## config.mk

```make
export PLATFORM = sky130hd
export DESIGN_NAME = trace_capture
export DESIGN_NICKNAME = d
export VERILOG_FILES = /design/src/rtl/trace_pkg.sv /design/src/rtl/trace_fifo.sv /design/src/rtl/trace_capture.sv
export SDC_FILE = /design/constraint.sdc
export NUM_CORES = 1
export LEC_CHECK = 0
export BUFFER_PORTS_ARGS = -buffer_cell sky130_fd_sc_hd__clkbuf_2
export CELL_PAD_IN_SITES_DETAIL_PLACEMENT = 1
export CELL_PAD_IN_SITES_GLOBAL_PLACEMENT = 2
export CORE_MARGIN = 4
export CORE_UTILIZATION = 35
export CTS_CLUSTER_DIAMETER = 40
export DETAILED_ROUTE_END_ITERATION = 10
export PLACE_DENSITY_LB_ADDON = 0.1
export SETUP_SLACK_MARGIN = 0.15
export SLEW_MARGIN = 40
export SYNTH_ARGS = -nofsm -noshare
export SYNTH_HDL_FRONTEND = slang
export SYNTH_SLANG_ARGS = --single-unit
```

## constraint.sdc

```tcl
create_clock -name clk -period 29.9 [get_ports clk]
set_input_delay 2.99 -clock clk [delete_from_list [all_inputs] [get_ports clk]]
set_output_delay 2.99 -clock clk [all_outputs]
set_load 0.02 [all_outputs]
```

## src/rtl/trace_pkg.sv

```systemverilog
// Shared constants and FSM state encoding for the retire-trace capture block.
package trace_pkg;

  typedef logic [1:0] state_t;

  localparam state_t IDLE = 2'd0;
  localparam state_t LOAD = 2'd1;
  localparam state_t SEND = 2'd2;

  localparam int OPCODE_WIDTH = 6;
  localparam int REC_WIDTH    = 102;
  localparam int REC_NBYTES   = 13;

endpackage

```

## src/rtl/trace_fifo.sv

```systemverilog
// Synchronous record FIFO with show-ahead read; a push on a full FIFO succeeds when a pop frees the slot.
module trace_fifo #(
  parameter int W     = 8,
  parameter int DEPTH = 8
) (
  input  logic                     clk,
  input  logic                     rst_n,
  input  logic                     i_push,
  input  logic [W-1:0]             i_wdat,
  input  logic                     i_pop,
  output logic [W-1:0]             o_rdat,
  output logic                     o_full,
  output logic                     o_empty,
  output logic [$clog2(DEPTH):0]   o_level
);

  localparam int AW = $clog2(DEPTH);

  logic [W-1:0] r_mem [DEPTH];
  logic [AW:0]  r_wr_ptr;
  logic [AW:0]  r_rd_ptr;
  logic         w_push_ok;
  logic         w_pop_ok;

  assign o_empty   = (r_wr_ptr == r_rd_ptr);
  assign o_full    = (r_wr_ptr[AW] != r_rd_ptr[AW]) &&
                     (r_wr_ptr[AW-1:0] == r_rd_ptr[AW-1:0]);
  assign o_level   = r_wr_ptr - r_rd_ptr;
  assign o_rdat    = r_mem[r_rd_ptr[AW-1:0]];
  assign w_pop_ok  = i_pop && !o_empty;
  assign w_push_ok = i_push && (!o_full || w_pop_ok);

  always_ff @(posedge clk) begin
    if (w_push_ok) begin
      r_mem[r_wr_ptr[AW-1:0]] <= i_wdat;
    end
  end

  always_ff @(posedge clk) begin
    if (!rst_n) begin
      r_wr_ptr <= '0;
      r_rd_ptr <= '0;
    end else begin
      if (w_push_ok) r_wr_ptr <= r_wr_ptr + 1'b1;
      if (w_pop_ok)  r_rd_ptr <= r_rd_ptr + 1'b1;
    end
  end

endmodule

```

## src/rtl/trace_capture.sv

```systemverilog
// Captures retired-instruction records into a FIFO and streams each one as 13 bytes
// over a valid/ready byte port; first byte appears 3 cycles after the commit.
module trace_capture
  import trace_pkg::*;
#(
  parameter int DEPTH = 8
) (
  input  logic                     clk,
  input  logic                     rst_n,
  input  logic                     commit,
  input  logic [OPCODE_WIDTH-1:0]  opcode,
  input  logic [31:0]              operand1,
  input  logic [31:0]              operand2,
  input  logic [31:0]              result,
  output logic [7:0]               tx_data,
  output logic                     tx_valid,
  input  logic                     tx_ready,
  output logic [7:0]               drop_count,
  output logic [$clog2(DEPTH):0]   fifo_level
);

  localparam int         NBYTES   = REC_NBYTES;
  localparam int         SHIFT_W  = NBYTES * 8;
  localparam logic [3:0] LAST_IDX = 4'(NBYTES - 1);

  state_t                r_state;
  logic [3:0]            r_idx;
  logic [SHIFT_W-1:0]    r_shift;
  logic [7:0]            r_drop_cnt;

  logic [REC_WIDTH-1:0]  w_rec;
  logic [REC_WIDTH-1:0]  w_rdat;
  logic                  w_full;
  logic                  w_empty;
  logic                  w_pop;
  logic                  w_drop;

  assign w_rec  = {opcode, operand1, operand2, result};
  assign w_pop  = (r_state == LOAD);
  // A commit on a full FIFO survives only when the LOAD pop frees a slot that same edge.
  assign w_drop = commit && w_full && !w_pop;

  trace_fifo #(
    .W     (REC_WIDTH),
    .DEPTH (DEPTH)
  ) u_fifo (
    .clk     (clk),
    .rst_n   (rst_n),
    .i_push  (commit),
    .i_wdat  (w_rec),
    .i_pop   (w_pop),
    .o_rdat  (w_rdat),
    .o_full  (w_full),
    .o_empty (w_empty),
    .o_level (fifo_level)
  );

  always_ff @(posedge clk) begin
    if (!rst_n) begin
      r_state    <= IDLE;
      r_idx      <= '0;
      r_shift    <= '0;
      r_drop_cnt <= '0;
    end else begin
      if (w_drop && (r_drop_cnt != 8'hFF)) begin
        r_drop_cnt <= r_drop_cnt + 8'd1;
      end
      case (r_state)
        IDLE: begin
          if (!w_empty) r_state <= LOAD;
        end
        LOAD: begin
          r_shift <= {2'b00, w_rdat};
          r_idx   <= '0;
          r_state <= SEND;
        end
        SEND: begin
          if (tx_ready) begin
            r_shift <= r_shift << 8;
            if (r_idx == LAST_IDX) begin
              r_idx   <= '0;
              r_state <= w_empty ? IDLE : LOAD;
            end else begin
              r_idx <= r_idx + 4'd1;
            end
          end
        end
        default: r_state <= IDLE;
      endcase
    end
  end

  assign tx_valid   = (r_state == SEND);
  assign tx_data    = r_shift[SHIFT_W-1 -: 8];
  assign drop_count = r_drop_cnt;

endmodule

```

### Yosys cells after proc, flatten, opt, wreduce, memory -nomap -nowiden

Memory sizes are Yosys's and may differ from the RTL's. A register that Yosys moved wholly into a read port is not among the register bits.
Index checks and enable logic that the tools add are counted.

| cells by class | value |
|---|---|
| add/sub/neg operators | 5 |
| reductions and logical operators | 14 |
| multiplexer cells | 14 |
| equal/unequal tests | 10 |

Operators with widths:

| operator | count |
|---|---|
| 104-bit one-hot mux with 2 select lines | 1 |
| 104-bit two-way mux | 1 |
| 4-bit by 1-bit adder with 4-bit output (second input constant) | 3 |
| 8-bit by 1-bit adder with 8-bit output (second input constant) | 1 |
| 4-bit two-way mux | 2 |
| 8-bit != test (second input constant) | 1 |
| 4-bit one-hot mux with 2 select lines | 1 |
| 1-bit logical AND | 6 |
| 2-bit two-way mux | 3 |
| 3-bit two-way mux | 2 |
| 2-bit one-hot mux with 3 select lines | 1 |
| 4-bit == test | 1 |
| 4-bit == test (second input constant) | 1 |
| 2-bit by 1-bit != test with 1-bit output (second input constant) | 2 |
| 4-bit subtractor | 1 |
| 3-bit == test | 1 |
| 1-bit logical NOT | 3 |
| 1-bit two-way mux | 3 |
| 3-bit AND reduction | 1 |
| 2-bit by 1-bit == test with 1-bit output (second input constant) | 1 |
| 2-bit == test (second input constant) | 1 |
| 2-bit logical NOT | 1 |
| 2-bit != test (second input constant) | 1 |
| 2-bit AND reduction | 1 |
| other kinds (3) | 3 |

| word-level totals | value |
|---|---|
| bits in writable memories | 816 |
| bits of input ports | 106 |
| flip-flop bits (word level) | 126 |
| memories | 1 |
| logic and storage cells | 50 |
| output and inout bits | 21 |

Memories:

| name | depth | width | rd ports | clocked after Yosys merged registers in | write ports | line | source |
|---|---|---|---|---|---|---|---|
| u_fifo.r_mem | 8 | 102 | 1 | 1 | 1 | trace_fifo.sv:19 | `logic [W-1:0] r_mem [DEPTH];` |

### Depth between registers and ports, before layout

| depth | value |
|---|---|
| word-level depth | 7 |
| depth in mapped cells | 7 |
| gate-level depth less buffers | 6 |

### Modules after synthesis

A second synthesis with hierarchy kept.

| unflattened totals | value |
|---|---|
| cell total of the unflattened synthesis | 1908 |
| area, all modules | 36422.4 sq um |

By module, submodules not included:

| module | cells an instance | seq. area each (sq um) | instances | area an instance (sq um) |
|---|---|---|---|---|
| trace_fifo | 1253 | 24723.7 | 1 | 31263.7 |
| trace_capture | 655 | 2362.3 | 1 | 5158.7 |

### Least setup slack after synthesis

OpenSTA, ideal clock, no wires.

| timing | value |
|---|---|
| kind | in2reg |
| start | input commit |
| end | memory u_fifo.r_mem[0][0] (netlist bit), enable pin |
| library setup time | 0.813 ns |
| cell stages on the path | 2 |
| arrival | 12.714 ns |
| path buffers | 0 |
| data required time | 29.087 ns |
| path slack | 16.372 ns |
| path through | o31ai_4 nor4_1 |

| on the way | value |
|---|---|
| longest elaborated chain between the ends | 3 |

Ends and longest elaborated chain:

| what | line | source |
|---|---|---|
| start, declared | trace_capture.sv:10 | `input logic commit,` |
| 1-bit logical AND | trace_fifo.sv:31 | `assign w_push_ok = i_push && (!o_full \|\| w_pop_ok);` |
| 1-bit two-way mux | trace_fifo.sv:34 | `if (w_push_ok) begin` |
| 1-bit two-way mux (not written as such) | trace_fifo.sv:35 | `r_mem[r_wr_ptr[AW-1:0]] <= i_wdat;` |
| end, declared | trace_fifo.sv:19 |  |

Every way passes these cells.

### Final worst setup path

| timing | value |
|---|---|
| start | register r_state[0] |
| end | output tx_valid |

| on the way | value |
|---|---|
| longest elaborated chain between the ends | 1 |

Ends and longest elaborated chain:

| what | line | source |
|---|---|---|
| start, declared | trace_capture.sv:26 | `state_t r_state;` |
| start signal, assigned | trace_capture.sv:82 | `r_state <= w_empty ? IDLE : LOAD;` |
| 2-bit == test | trace_capture.sv:93 | `assign tx_valid = (r_state == SEND);` |
| end, declared | trace_capture.sv:16 | `output logic tx_valid,` |

Every way passes these cells.

==> metrics.csv <==
stage,metric,value,unit
placed_design,Detail Placement HPWL,55400,um
finish,share of layout cells above drive strength 1,0.188,
timing,Final Cycle Share,0.179,
clocking,Clock transition at path regs,0.05,ns
drt,M1 WL,45100,um
critical_path,CP Capture Type,output pin,
status,status,completed,
yosys,"EDFF count, synth",816,
timing,Final Hold Viols,0,
timing,worst slew pin tran,0.827,ns
yosys,"Net Count, Synth",2328,
clocking,worst skew pair latency,0.74,ns
clocking,post-CTS setup buffers,0,
placed_design,GPL Wtd Cong,0.717,
hold_path,worst hold path type,reg2reg,
finish,area occupied by multi-input gates,8740,um2
die,num rows,118,
yosys,Async SR Flop Fraction,0,
drt,highest metal layer with signal wires,met5,
critical_path,CP required,26.91,ns
timing,Fin Clk Skew,0.0306,ns
placed_design,Post-Place Worst Slack,24.30,ns
finish,fin util,0.423,
yosys,top_reg_cell synth,edfxtp_1,
power,PwrDens,79.3,nW/um2
critical_path,critical path cell sequence,nand2b_2 -> clkinv_1 -> clkbuf_2,
critical_path,slowest CP cell,clkinv_1,
grt,largest net degree at the start of global routing,103,
yosys,Mean Syn Cell Area,16.5,um2
clocking,# resized after CTS,0,
die,die width,331,um
timing,fin. max-slew vios,0,
grt,vias in the first global route,21836,
drt,vias,20311,
placed_design,Port Buffers,126,
yosys,sequential share of the synthesized area,0.743,
die,Core Footprint,103000,um2
critical_path,CP peak stage delay,0.65,ns
drt,total wire length,100000,um
finish,synthesis-to-layout area growth,20.1,%
grt,GR Util All Layers,0.184,
finish,register area,27100,um2
yosys,Mapped Area,36500,um2
critical_path,CP max FO,18,
drt,Avg Vias per Cell,5.22,
job,Max-Cap Viols,0,
drt,iteration count of the initial detailed-routing pass,5,
clocking,CTS HTree Levels,4,
yosys,#FFs+latches synth,945,
drt,routed length on met3,4550,um
clocking,CTS tree,built,
clocking,Longest Clk Path Bufs,3,
drt,DRT iter0 DRCs,1336,
drt,Remaining DRCs,0,
power,total power,3.47,mW
die,die height,331,um
finish,fillcell total,9977,
critical_path,CP startpoint kind,flip-flop,
power,leakage power,14.1,nW
grt,GRT Residual Overflow,0,
timing,maximum clock rate,0.187,GHz
timing,final worst slack,24.55,ns
timing,min cycle time layout,5.35,ns
clocking,CTS Buf Count,150,
grt,initial antenna violation count,12,
finish,nets@finish,2497,
critical_path,Worst Path Buf+Inv,2,
clocking,post-cts hold buffer count,0,
yosys,Post-Syn Instances,2213,
critical_path,CP Data Arrival Time,2.36,ns
timing,hold_ws,0.462,ns
timing,# setup viols final,0,
clocking,# clock sinks,945,
drt,WL/cell,25.8,um
grt,first-pass GRT wire length,147000,um
drt,Routed Antenna Nets,0,
critical_path,cell family with most CP delay,buffers and inverters,
die,area of the die,109000,um2
timing,Post-Route Setup TNS,0,ns
power,worst vdd ir,0.0505,mV
die,Initial Util,0.352,
drt,metal2 WL,48700,um
critical_path,Crit Path Category,reg2out,
clocking,CTS root buffer,clkbuf_16,
yosys,Yosys warnings,0,
yosys,"Distinct cells, synth",54,
die,io pins,127,
timing,RSZ-0062 raised after global routing,no,
timing,slew margin rel.,0.445,
## worst min-delay path, stage by stage (launching register included)
cell,delay (ns)
dfxtp_1,0.31
nand2_1,0.05
a21oi_1,0.05
## cells by family (layout without fill, tap and decap cells)
kind of cell	count (synthesis)	count (layout)	share of synthesized area
AND/OR/NAND/NOR	309	309	0.0404
other	0	4	0
AO/OA/AOI/OAI	371	371	0.0725
buffers and inverters	171	465	0.0211
multiplexers	398	398	0.117
adder cells (fa/ha/maj)	9	9	0.00329
XOR/XNOR	10	10	0.00261
flip-flops	945	945	0.743
## synth_stat cells, types with 5 or more instances
library cell | number | area share
buf_4 | 12 | 0.0025
buf_2 | 65 | 0.0089
nor2_1 | 37 | 0.0038
edfxtp_1 | 816 | 0.67
a21o_1 | 23 | 0.0047
o221ai_1 | 56 | 0.013
ha_1 | 8 | 0.0027
o31ai_1 | 24 | 0.0049
clkbuf_1 | 71 | 0.0073
or3_1 | 40 | 0.0069
o22ai_1 | 22 | 0.0038
a22oi_1 | 133 | 0.027
o311ai_0 | 11 | 0.0026
nand3_1 | 42 | 0.0058
mux4_2 | 24 | 0.015
inv_1 | 13 | 0.0013
nand2_1 | 130 | 0.013
o21ai_0 | 34 | 0.0047
dfxtp_1 | 129 | 0.071
mux2i_1 | 374 | 0.10
buf_1 | 9 | 0.00093
nand4_1 | 30 | 0.0051
xnor2_1 | 7 | 0.0017
a21oi_1 | 53 | 0.0073
nand2b_1 | 5 | 0.00086
nor3_1 | 8 | 0.0011
## worst paths after layout
check                             startpoint                             to  slack, ns  cells past startpoint
max                  r_state[0]$_SDFFE_PN0P_                       tx_valid      24.55                      3
min                 r_shift[26]$_SDFFE_PN0P_       r_shift[26]$_SDFFE_PN0P_       0.46                      2
max reg2reg  u_fifo.r_wr_ptr[0]$_SDFFE_PN0P_  u_fifo.r_mem[5][85]$_DFFE_PP_      26.25                      8
min reg2reg         r_shift[26]$_SDFFE_PN0P_       r_shift[26]$_SDFFE_PN0P_       0.46                      2
## cells in the final DEF, fill, tap and decap left out, types with 6 or more instances in the layout
cell type / n
clkbuf_16: 154
nand3_1: 42
clkinv_1: 23
ha_1: 8
nand4_1: 30
inv_1: 12
a21o_1: 23
o221ai_1: 56
clkbuf_2: 125
clkinvlp_4: 19
o21ai_0: 34
a22oi_1: 133
nand2_1: 128
clkbuf_1: 12
a21oi_1: 53
or3_1: 40
clkinv_2: 27
o311ai_0: 11
inv_6: 15
o31ai_1: 24
bufinv_16: 16
clkinv_4: 6
nor2_1: 34
edfxtp_1: 816
mux2i_1: 374
buf_12: 6
mux4_2: 24
o22ai_1: 22
buf_4: 31
dfxtp_1: 126
xnor2_1: 7
buf_6: 9
## power breakdown
group / total [mW] / switching [mW] / internal (mW)
combinational: 0.259 / 0.175 / 0.0840
sequential: 1.51 / 0.0224 / 1.49
clock: 1.71 / 0.620 / 1.09
total: 3.47 / 0.818 / 2.66
## layout make-up
class                      count  share of cell area
antenna                        4            0.000229
clock buffer                 168              0.0897
clock inverter               109              0.0249
inverter                      14             0.00120
multi-input combinational   1097               0.200
sequential                   945               0.619
tap                         1380              0.0394
timing repair buffer         174              0.0262
## routing by layer
metal,GRT usage,vias to the layer above
met2,0.306,364
met3,0.0410,138
li1,-,9187
met4,0.0513,12
met1,0.244,10610
met5,0,-
## state kept, by name (all words and copies together), names as in the netlist, named ones only
signal / count
r_shift: 104
u_fifo.r_mem: 816
u_fifo.r_rd_ptr: 4
r_idx: 4
drop_count: 8
r_state: 2
u_fifo.r_wr_ptr: 4
## metrics by stage
step / std cells / instance area, um2
2_1_floorplan: 2213 / 36500
3_3_place_gp: 3604 / 38600
3_5_place_dp: 3607 / 38700
4_1_cts: 3884 / 43700
5_1_grt: 3887 / 43800
6_report: 3891 / 43800
Note: power is estimated with default switching activity, not from simulation.
